**src/rtl/plic_pkg.sv**
```systemverilog
// Shared PLIC constants and types. Source count, priority width and ID width come from the
// `PLIC_* defines; the fallbacks below apply only when no build-level define is given.
`ifndef PLIC_IRQ_NUM
`define PLIC_IRQ_NUM 12
`endif
`ifndef PLIC_PRIO_WIDTH
`define PLIC_PRIO_WIDTH 3
`endif
`ifndef PLIC_IRQ_WIDTH
`define PLIC_IRQ_WIDTH 4
`endif

package plic_pkg;

  localparam int unsigned SRC_NUM    = `PLIC_IRQ_NUM;
  localparam int unsigned PRIO_WIDTH = `PLIC_PRIO_WIDTH;
  localparam int unsigned ID_WIDTH   = `PLIC_IRQ_WIDTH;

  typedef logic [PRIO_WIDTH-1:0] prio_t;
  typedef logic [ID_WIDTH-1:0]   id_t;

  typedef enum logic [0:0] {
    IDLE,
    RESP
  } claim_state_e;

endpackage

```
**src/rtl/prio_tree.sv**
```systemverilog
// Max/argmax selector over per-source priorities. Ties resolve to the lower index, and an
// all-zero input yields priority 0 with ID 0.
module prio_tree
  import plic_pkg::*;
#(
  parameter int unsigned N = SRC_NUM
) (
  input  prio_t [N-1:0] prio_i,
  output prio_t         max_prio_o,
  output id_t           max_id_o
);

  prio_t best_prio;
  id_t   best_id;

  // Ascending scan with strict compare keeps the lowest index on ties.
  always_comb begin
    best_prio = '0;
    best_id   = '0;
    for (int unsigned i = 0; i < N; i++) begin
      if (prio_i[i] > best_prio) begin
        best_prio = prio_i[i];
        best_id   = id_t'(i);
      end
    end
  end

  assign max_prio_o = best_prio;
  assign max_id_o   = best_id;

endmodule

```
**src/rtl/plic_claim_ctrl.sv**
```systemverilog
// Per-target PLIC claim/complete sequencer: masks pending sources, arbitrates, drives the
// target interrupt, and returns gateway clear/complete pulses. All outputs are registered.
module plic_claim_ctrl
  import plic_pkg::*;
(
  input  logic                 clk_i,
  input  logic                 rst_i,
  input  logic  [SRC_NUM-1:0]  pend_i,
  input  logic  [SRC_NUM-1:0]  en_i,
  input  prio_t [SRC_NUM-1:0]  prio_i,
  input  prio_t                thold_i,
  input  logic                 claim_i,
  output logic                 claim_vld_o,
  output id_t                  claim_id_o,
  input  logic                 cmpl_i,
  input  id_t                  cmpl_id_i,
  output logic  [SRC_NUM-1:0]  gw_clr_o,
  output logic  [SRC_NUM-1:0]  gw_cmpl_o,
  output logic  [SRC_NUM-1:0]  in_srv_o,
  output logic                 irq_o
);

  localparam logic [SRC_NUM-1:0] SrcOne = SRC_NUM'(1);

  claim_state_e       state_q, state_d;
  prio_t              best_prio_q, best_prio_d;
  id_t                best_id_q, best_id_d;
  id_t                claim_id_q, claim_id_d;
  logic               claim_vld_q, claim_vld_d;
  logic [SRC_NUM-1:0] in_srv_q, in_srv_d;
  logic [SRC_NUM-1:0] gw_clr_q, gw_clr_d;
  logic [SRC_NUM-1:0] gw_cmpl_q, gw_cmpl_d;
  logic               irq_q, irq_d;

  logic [SRC_NUM-1:0] elig;
  prio_t [SRC_NUM-1:0] eff_prio;
  logic               claim_hit, above_thold, cmpl_ok;
  id_t                claim_sel;
  logic [SRC_NUM-1:0] set_mask, cmpl_mask;

  always_comb begin
    elig    = pend_i & en_i & ~in_srv_q;
    elig[0] = 1'b0;
    for (int unsigned i = 0; i < SRC_NUM; i++) begin
      eff_prio[i] = elig[i] ? prio_i[i] : '0;
    end
  end

  prio_tree #(
    .N (SRC_NUM)
  ) u_prio_tree (
    .prio_i     (eff_prio),
    .max_prio_o (best_prio_d),
    .max_id_o   (best_id_d)
  );

  always_ff @(posedge clk_i or posedge rst_i) begin
    if (rst_i) begin
      state_q <= IDLE;
    end else begin
      state_q <= state_d;
    end
  end

  always_comb begin
    state_d = state_q;
    unique case (state_q)
      IDLE:    if (claim_i) state_d = RESP;
      RESP:    state_d = IDLE;
      default: state_d = IDLE;
    endcase
  end

  always_comb begin
    claim_hit   = (state_q == IDLE) && claim_i;
    above_thold = best_prio_q > thold_i;
    claim_sel   = above_thold ? best_id_q : '0;
    // Bit 0 is reserved, so an ID of 0 (or an out-of-range ID) never produces a mask bit.
    set_mask    = (SrcOne << claim_sel) & ~SrcOne;
    cmpl_mask   = (SrcOne << cmpl_id_i) & ~SrcOne;
    cmpl_ok     = cmpl_i && |(cmpl_mask & in_srv_q);

    in_srv_d = in_srv_q;
    if (claim_hit) in_srv_d = in_srv_d | set_mask;
    if (cmpl_ok)   in_srv_d = in_srv_d & ~cmpl_mask;

    claim_id_d  = claim_hit ? claim_sel : claim_id_q;
    claim_vld_d = claim_hit;
    gw_clr_d    = claim_hit ? set_mask : '0;
    gw_cmpl_d   = cmpl_ok ? cmpl_mask : '0;
    // Suppressed through RESP and the cycle after, while best_*_q still predates in_srv.
    irq_d       = (state_q == IDLE) && !claim_i && above_thold;
  end

  always_ff @(posedge clk_i or posedge rst_i) begin
    if (rst_i) begin
      best_prio_q <= '0;
      best_id_q   <= '0;
      claim_id_q  <= '0;
      claim_vld_q <= 1'b0;
      in_srv_q    <= '0;
      gw_clr_q    <= '0;
      gw_cmpl_q   <= '0;
      irq_q       <= 1'b0;
    end else begin
      best_prio_q <= best_prio_d;
      best_id_q   <= best_id_d;
      claim_id_q  <= claim_id_d;
      claim_vld_q <= claim_vld_d;
      in_srv_q    <= in_srv_d;
      gw_clr_q    <= gw_clr_d;
      gw_cmpl_q   <= gw_cmpl_d;
      irq_q       <= irq_d;
    end
  end

  assign claim_vld_o = claim_vld_q;
  assign claim_id_o  = claim_id_q;
  assign gw_clr_o    = gw_clr_q;
  assign gw_cmpl_o   = gw_cmpl_q;
  assign in_srv_o    = in_srv_q;
  assign irq_o       = irq_q;

endmodule

```
**config.mk**
```make
export PLATFORM = sky130hd
export DESIGN_NAME = plic_claim_ctrl
export DESIGN_NICKNAME = d
export VERILOG_FILES = /design/src/rtl/plic_pkg.sv /design/src/rtl/prio_tree.sv /design/src/rtl/plic_claim_ctrl.sv
export SDC_FILE = /design/constraint.sdc
export NUM_CORES = 1
export LEC_CHECK = 0
export CORE_MARGIN = 1
export CORE_UTILIZATION = 50
export DETAILED_ROUTE_END_ITERATION = 16
export GPL_TIMING_DRIVEN = 0
export PLACE_DENSITY = 0.87
export REMOVE_ABC_BUFFERS = 1
export SLEW_MARGIN = 20
export SYNTH_ARGS = -nofsm -noshare
export SYNTH_HDL_FRONTEND = slang
export SYNTH_SLANG_ARGS = --single-unit
```
**constraint.sdc**
```tcl
create_clock -name clk_i -period 24.7 [get_ports clk_i]
set_clock_uncertainty 0.1 [all_clocks]
set_input_delay 4.94 -clock clk_i [delete_from_list [all_inputs] [get_ports clk_i]]
set_output_delay 4.94 -clock clk_i [all_outputs]
set_load 0.02 [all_outputs]
```
==> impl_metrics.env, run 1 <==
export IMPL_slowest_delay_ns=0.63
export IMPL_first_pass_iters=4
export IMPL_core_rowCount=29
export IMPL_fin_nets=588
export IMPL_vias_per_cell=5.74
export IMPL_ant_nets=0
export IMPL_die_w_um=83.5
export IMPL_hpwlAfterDp_mm=7.12
export IMPL_most_common_layout_cells="clkdlybuf4s50_1, dfrtp_1, nand2_1, nor2_1, ha_1"
export IMPL_cts_resized=0
export IMPL_htreeDepth=2
export IMPL_slowest_stage="a31oi_1"
export IMPL_cts_clk_slew_worst_paths_ns=0.09
export IMPL_yosysWarnings=0
export IMPL_fin_crit_sh=0.744
export IMPL_rsz0062_at_grt="no"
export IMPL_synthArstFlopShare=1.00
export IMPL_cts_hold_buf=0
export IMPL_syn_inst=379
export IMPL_cts_buffers=5
export IMPL_drtIter0Drc=149
export IMPL_start_util=0.520
export IMPL_cp_arrival_ns=18.45
export IMPL_ys_seq_area_frac=0.347
export IMPL_fmax_ghz=0.0544
export IMPL_avgSynthCellArea_um2=8.76
export IMPL_die_area_um2=6970
export IMPL_dieHeight_um=83.5
export IMPL_route_detailed_drc=0
export IMPL_grt_start_max_net_pins=33
export IMPL_maxSlewViolCount=0
export IMPL_crit_fanout=9
export IMPL_maxCapViolCount=0
export IMPL_synth_cell_types=57
export IMPL_clk_root_buffer_cell="clkbuf_8"
export IMPL_post_cts_setup_buffer_count=0
export IMPL_finalHoldViolations=0
export IMPL_setup_tns_ns=0
export IMPL_syn_to_final_growth_pct=35.9
export IMPL_finalWirelength_mm=8.59
export IMPL_io_pins=113
export IMPL_overflow=0
export IMPL_path_class="input port to flip-flop"
export IMPL_cp_required_ns=24.77
export IMPL_antenna_found_initial=0
export IMPL_track_usage=0.250
export IMPL_tightestPinTransition_ns=0.757
export IMPL_finalSetupViolations=0
export IMPL_globalplace_congestion=0.931
export IMPL_yosys_most_used_dff="dfrtp_1"
export IMPL_final_common_cell="clkdlybuf4s50_1"
export IMPL_cp_start_kind="input port"
export IMPL_avgRoutedWirePerCell_um=15.3
export IMPL_core_area_um2=6390
export IMPL_vias=3225
export IMPL_cts_tree="yes"
export IMPL_max_slew_margin=0.493
export IMPL_mappedNetlistArea_um2=3320
export IMPL_layout_drive_gt1_share=0.0557
export IMPL_hold_path_class="flip-flop to flip-flop"
export IMPL_grt_pass1_wl_mm=14.2
export IMPL_clk_path_buf_depth=2
export IMPL_clkSinkCount=46
export IMPL_fin_crit_ns=18.38
export IMPL_synth_edf_count=0
export IMPL_ys_ff_latch=46
export IMPL_status="completed"
export IMPL_critPathMostFrequentCell="ha_1"
export IMPL_worstSetupEndpointType="flip-flop"
export IMPL_grt_pass1_vias=3205
export IMPL_n_antenna_cell=0
export IMPL_port_buffers=104
export IMPL_clock_latency_ns=0.29
-- cell type report --
class	instances	area (µm²)
clock buffers	5	68.8
clock inverters	3	21.3
fillers	520	1870
inverters	23	86.3
multi-input cells	303	2030
flip-flops and latches	46	1150
well taps	77	96.3
repair buffers	105	1060
-- through the flow --
stage / setup WS (ns) / cells / hold slack, ns / area [µm²] / util
CTS: 6.45 / 562 / 0.362 / 4510 / 0.707
floorplan: 8.44 / 372 / 0.411 / 3270 / -
detailed placement: 6.19 / 554 / 0.346 / 4420 / 0.693
global route: 5.30 / 562 / 0.376 / 4510 / 0.707
finish: 6.32 / 562 / 0.367 / 4510 / 0.707
global placement: 6.49 / 553 / 0.334 / 4400 / 0.690
-- registers in the layout, summed over array words and instances, names as in the netlist --
name         flops
claim_id_o       4
claim_vld_o      1
in_srv_o        11
gw_clr_o        11
gw_cmpl_o       11
best_id_q        4
best_prio_q      3
irq_o            1
-- layer usage --
metal	global-route usage	vias to the layer above	share of wire
met2	0.460	124	0.51
met3	0.0317	17	0.059
met5	0	-	0
li1	-	1555	-
met1	0.303	1529	0.41
met4	0.0832	0	0.025
-- final timing paths --
kind / start / endpoint / slack, ns / cells past startpoint
min in group asynchronous: rst_i / best_prio_q[1] / 4.85 / 2
max in group asynchronous: rst_i / in_srv_o[8] / 19.18 / 3
worst min-delay path: claim_vld_o / irq_o / 0.37 / 1
worst max register to register: in_srv_o[1] / best_id_q[2] / 10.93 / 60
worst min register to register: claim_vld_o / irq_o / 0.37 / 1
worst max-delay path: en_i[1] / best_id_q[2] / 6.32 / 61
-- Yosys cell counts (3+ instances only) --
cell type	number	share of area
ha_1	33	0.12
nor2_1	33	0.037
nor3_1	9	0.014
nand3_1	12	0.018
o21ai_1	5	0.0075
and2_1	17	0.032
a21oi_1	21	0.032
inv_1	23	0.026
nand2b_1	4	0.0075
and3_1	5	0.0094
buf_4	7	0.016
o22a_1	9	0.024
a31oi_1	6	0.011
o21a_1	8	0.018
mux2i_1	6	0.018
dfrtp_1	46	0.35
nand2_1	45	0.051
or2_2	3	0.0057
nand3b_1	4	0.0090
o31ai_1	3	0.0068
a21o_1	5	0.011
o21ai_0	13	0.020
and3b_1	8	0.021
nor2b_1	12	0.023
-- worst max-delay path: cells and delay by family --
kind,cells,cell delay (ns)
AOI/OAI and AO/OA,24,5.76
buffers and inverters,4,0.73
muxes,3,1.18
and+or+nand+nor,20,3.11
adders and majority gates,10,2.74
-- kinds of logic (layout without fill, tap and decap cells) --
logic type,Yosys count,in the layout,share of synthesized area
and+or+nand+nor,163,163,0.254
other,1,3,0.00113
DFF,46,46,0.347
muxes,8,8,0.0249
AOI/OAI and AO/OA,96,96,0.204
adders and majority gates,33,33,0.124
buffers and inverters,32,136,0.0445
Power of run 1 is left out: the tool's default activity adds up to more than one toggle a clock period on the data nets, which glitch-free logic cannot reach.
==> run 2, diff against run 1 <==
CORE_UTILIZATION = 46   (was 50)
PLACE_DENSITY = 0.81   (was 0.87)
clock period = 18.42 ns   (was 24.7 ns; I/O delays follow)
==> impl_metrics.env, run 2 (same netlist as run 1, synthesis figures left out) <==
export IMPL_status="completed"
export IMPL_critPathBufInv=4
export IMPL_maxSlewViolCount=0
export IMPL_clkSinkCount=46
export IMPL_vias=3215
export IMPL_hold_path_class="flip-flop to flip-flop"
export IMPL_cts_buffers=5
export IMPL_port_buffers=104
export IMPL_max_slew_margin=0.486
export IMPL_core_rowCount=30
export IMPL_cp_start_kind="input port"
export IMPL_setup_tns_ns=0
export IMPL_globalplace_congestion=0.887
export IMPL_finalSetupViolations=0
export IMPL_grt_pass1_vias=3087
export IMPL_die_w_um=87.0
export IMPL_htreeDepth=2
export IMPL_layout_drive_gt1_share=0.0557
export IMPL_clk_root_buffer_cell="clkbuf_8"
export IMPL_cp_required_ns=18.54
export IMPL_n_antenna_cell=0
export IMPL_critPathTopFamily="compound AO/OA/AOI/OAI gates"
export IMPL_multiInputGateArea_um2=2030
export IMPL_dp_cells=573
export IMPL_fin_crit_ns=17.38
export IMPL_io_pins=113
export IMPL_grt_start_max_net_pins=32
export IMPL_avgRoutedWirePerCell_um=14.9
export IMPL_hold_path_cell_count=1
export IMPL_dieHeight_um=87.0
export IMPL_fin_nets=588
export IMPL_syn_to_final_growth_pct=37.4
export IMPL_regArea_um2=1150
export IMPL_slowest_delay_ns=0.64
export IMPL_path_class="input port to flip-flop"
export IMPL_first_pass_iters=4
export IMPL_most_common_layout_cells="clkdlybuf4s50_1, dfrtp_1, nand2_1, nor2_1, ha_1"
export IMPL_die_area_um2=7560
export IMPL_fmax_ghz=0.0575
export IMPL_reg2reg_depth=59
export IMPL_maxCapViolCount=0
export IMPL_cp_arrival_ns=17.49
export IMPL_clock_latency_ns=0.30
export IMPL_finalHoldViolations=0
export IMPL_cts_clk_slew_worst_paths_ns=0.09
export IMPL_tightestPinTransition_ns=0.768
export IMPL_route_detailed_drc=0
export IMPL_overflow=0
export IMPL_critPathMostFrequentCell="ha_1"
export IMPL_ant_nets=0
export IMPL_rsz0062_at_grt="no"
export IMPL_antenna_found_initial=0
export IMPL_cts_resized=0
export IMPL_post_cts_setup_buffer_count=0
export IMPL_start_util=0.483
export IMPL_finalWirelength_mm=8.64
export IMPL_crit_fanout=9
export IMPL_final_common_cell="clkdlybuf4s50_1"
export IMPL_slowest_stage="a31oi_1"
export IMPL_clk_path_buf_depth=2
export IMPL_core_area_um2=6870
export IMPL_fin_crit_sh=0.943
export IMPL_cts_hold_buf=0
export IMPL_worstSetupEndpointType="flip-flop"
export IMPL_final_cells=581
export IMPL_vias_per_cell=5.53
export IMPL_crit_cells=60
export IMPL_n_fill_cell=565
export IMPL_drtIter0Drc=157
export IMPL_cts_tree="yes"
export IMPL_hpwlAfterDp_mm=7.04
export IMPL_grt_pass1_wl_mm=14.0
export IMPL_track_usage=0.236
==> run 2: cell count changes in the layout (fill, tap and decap cells not counted), sizes merged <==
cell	delta
clkinv	-2
bufinv	+1
clkinvlp	+1
==> run 2: final timing paths <==
kind | end | slack (ns) | startpoint
max in group asynchronous | in_srv_o[6] | 14.19 | rst_i
worst max register to register | best_prio_q[0] | 4.37 | in_srv_o[1]
min in group asynchronous | claim_vld_o | 3.55 | rst_i
worst min register to register | irq_o | 0.38 | claim_vld_o
worst max-delay path | best_prio_q[0] | 1.04 | pend_i[1]
worst min-delay path | irq_o | 0.38 | claim_vld_o
==> run 2: area by class of cell <==
| type | instances | share of cell area |
|---|---|---|
| multi-input combinational | 303 | 0.445 |
| sequential | 46 | 0.252 |
| timing repair buffer | 105 | 0.233 |
| tap | 96 | 0.0263 |
| inverter | 23 | 0.0189 |
| clock buffer | 5 | 0.0151 |
| clock inverter | 3 | 0.00987 |
==> run 2: stage by stage <==
step	utilization	setup WS, ns	cell area, µm²	hold WS, ns
after floorplan	-	3.42	3270	0.411
after global routing	0.664	0.189	4560	0.414
after CTS	0.664	1.33	4560	0.381
after detailed placement	0.648	1.06	4450	0.371
after global placement	0.645	1.51	4430	0.333
final	0.664	1.04	4560	0.375
==> run 2: worst reg2reg max path: cells and delay by family (launching register included) <==
family / cells / cell delay (ns)
AO/OA/AOI/OAI: 25 / 6.23
multiplexers: 3 / 1.22
AND/OR/NAND/NOR: 18 / 2.88
adder cells (fa/ha/maj): 10 / 2.78
flip-flops: 1 / 0.45
buffers and inverters: 3 / 0.28
==> run 2: routing by layer <==
| metal | track usage | vias to the layer above | wire length, µm |
|---|---|---|---|
| met3 | 0.0474 | 11 | 635 |
| met2 | 0.429 | 131 | 4270 |
| met5 | 0 | - | 0 |
| li1 | - | 1562 | - |
| met1 | 0.284 | 1511 | 3630 |
| met4 | 0.0576 | 0 | 94 |
Power of run 2 is left out for the same reason.
==> run 3, diff against run 2 <==
CORE_MARGIN = 2   (was 1)
CORE_UTILIZATION = 50   (was 46)
PLACE_DENSITY = 0.95   (was 0.81)
clock period = 21.2 ns   (was 18.42 ns; I/O delays follow)
==> impl_metrics.env, run 3 (same netlist as run 1, synthesis figures left out) <==
export IMPL_cts_resized=0
export IMPL_fmax_ghz=0.0563
export IMPL_clk_root_buffer_cell="clkbuf_8"
export IMPL_grt_pass1_wl_mm=14.5
export IMPL_regArea_um2=1150
export IMPL_maxSlewViolCount=0
export IMPL_r2r_slack_ns=7.30
export IMPL_cts_hold_buf=0
export IMPL_clkSinkCount=46
export IMPL_die_area_um2=7310
export IMPL_final_cells=562
export IMPL_n_antenna_cell=0
export IMPL_ant_nets=0
export IMPL_die_w_um=85.5
export IMPL_slowest_stage="a31oi_1"
export IMPL_fin_nets=588
export IMPL_multiInputGateArea_um2=2030
export IMPL_setup_ws_ns=3.44
export IMPL_start_util=0.520
export IMPL_vias=3207
export IMPL_antenna_found_initial=0
export IMPL_top_usage_layer="met2"
export IMPL_port_buffers=104
export IMPL_max_slew_margin=0.489
export IMPL_grt_pass1_vias=3166
export IMPL_crit_fanout=9
export IMPL_grt_start_max_net_pins=30
export IMPL_dp_slack_ns=3.38
export IMPL_met2_usage=0.438
export IMPL_clock_latency_ns=0.31
export IMPL_fin_crit_sh=0.838
export IMPL_n_fill_cell=508
export IMPL_dp_cells=554
export IMPL_track_usage=0.245
export IMPL_maxCapViolCount=0
export IMPL_core_area_um2=6390
export IMPL_fin_crit_ns=17.76
export IMPL_htreeDepth=2
export IMPL_globalplace_congestion=0.939
export IMPL_cp_required_ns=21.31
export IMPL_vias_per_cell=5.71
export IMPL_io_pins=113
export IMPL_rsz0062_at_grt="no"
export IMPL_syn_to_final_growth_pct=36.1
export IMPL_met3_usage=0.0366
export IMPL_core_rowCount=29
export IMPL_finalWirelength_mm=8.78
export IMPL_avgRoutedWirePerCell_um=15.6
export IMPL_final_common_cell="clkdlybuf4s50_1"
export IMPL_overflow=0
export IMPL_drtIter0Drc=129
export IMPL_most_common_layout_cells="clkdlybuf4s50_1, dfrtp_1, nand2_1, nor2_1, ha_1"
export IMPL_route_detailed_drc=0
export IMPL_cts_buffers=5
export IMPL_path_class="input port to flip-flop"
export IMPL_slowest_delay_ns=0.63
export IMPL_critPathMostFrequentCell="ha_1"
export IMPL_worstSetupEndpointType="flip-flop"
export IMPL_hold_path_class="flip-flop to flip-flop"
export IMPL_tightestPinTransition_ns=0.763
export IMPL_dpl_cell_area_um2=4420
export IMPL_first_pass_iters=4
export IMPL_layout_drive_gt1_share=0.0557
export IMPL_setup_tns_ns=0
export IMPL_post_cts_setup_buffer_count=0
export IMPL_cts_clk_slew_worst_paths_ns=0.08
export IMPL_dieHeight_um=85.5
export IMPL_cp_arrival_ns=17.87
export IMPL_grt_met1_usage=0.305
export IMPL_finalSetupViolations=0
export IMPL_clk_path_buf_depth=2
export IMPL_postLayoutCellArea_um2=4520
export IMPL_cts_tree="yes"
export IMPL_finalHoldViolations=0
export IMPL_hpwlAfterDp_mm=7.19
export IMPL_status="completed"
export IMPL_cp_start_kind="input port"
## run 3: cell types whose count changed in the layout (fill, tap and decap cells not counted), sizes merged
cell	before	now
bufinv	1	0
clkinv	0	1
clkinvlp	2	1
inv	23	24
## run 3: stage by stage
step                      hold WS [ns]  utilization
final                            0.357        0.707
after global routing             0.384        0.707
after CTS                        0.362        0.707
after detailed placement         0.351        0.693
after global placement           0.326        0.690
after floorplan                  0.411            -
## run 3: area by class of cell
type / count / share of cell area
Multi-Input combinational cell: 303 / 0.449
Clock inverter: 3 / 0.00554
Tap cell: 77 / 0.0213
Clock buffer: 5 / 0.0152
Inverter: 23 / 0.0191
Sequential cell: 46 / 0.255
Timing Repair Buffer: 105 / 0.235
## run 3: path summary, 6_finish.rpt
path	startpoint	to	cells past startpoint
worst max-delay path	en_i[1]	best_prio_q[0]	60
worst min-delay path	claim_vld_o	irq_o	1
worst max register to register	in_srv_o[1]	best_prio_q[0]	59
worst min register to register	claim_vld_o	irq_o	1
max in group asynchronous	rst_i	gw_cmpl_o[4]	3
min in group asynchronous	rst_i	best_prio_q[1]	2
## run 3: layer usage
metal,vias up,wire (µm)
met3,9,519
met5,-,0
met1,1527,3700
li1,1558,-
met4,0,115
met2,113,4450
## run 3: critical path, delay by kind of cell
family	cells	cell delay (ns)
compound gates	24	6.07
buf+inv	4	0.73
mux	3	1.16
simple gates	19	2.91
fa+ha+maj	10	2.73
Power of run 3 is left out for the same reason.
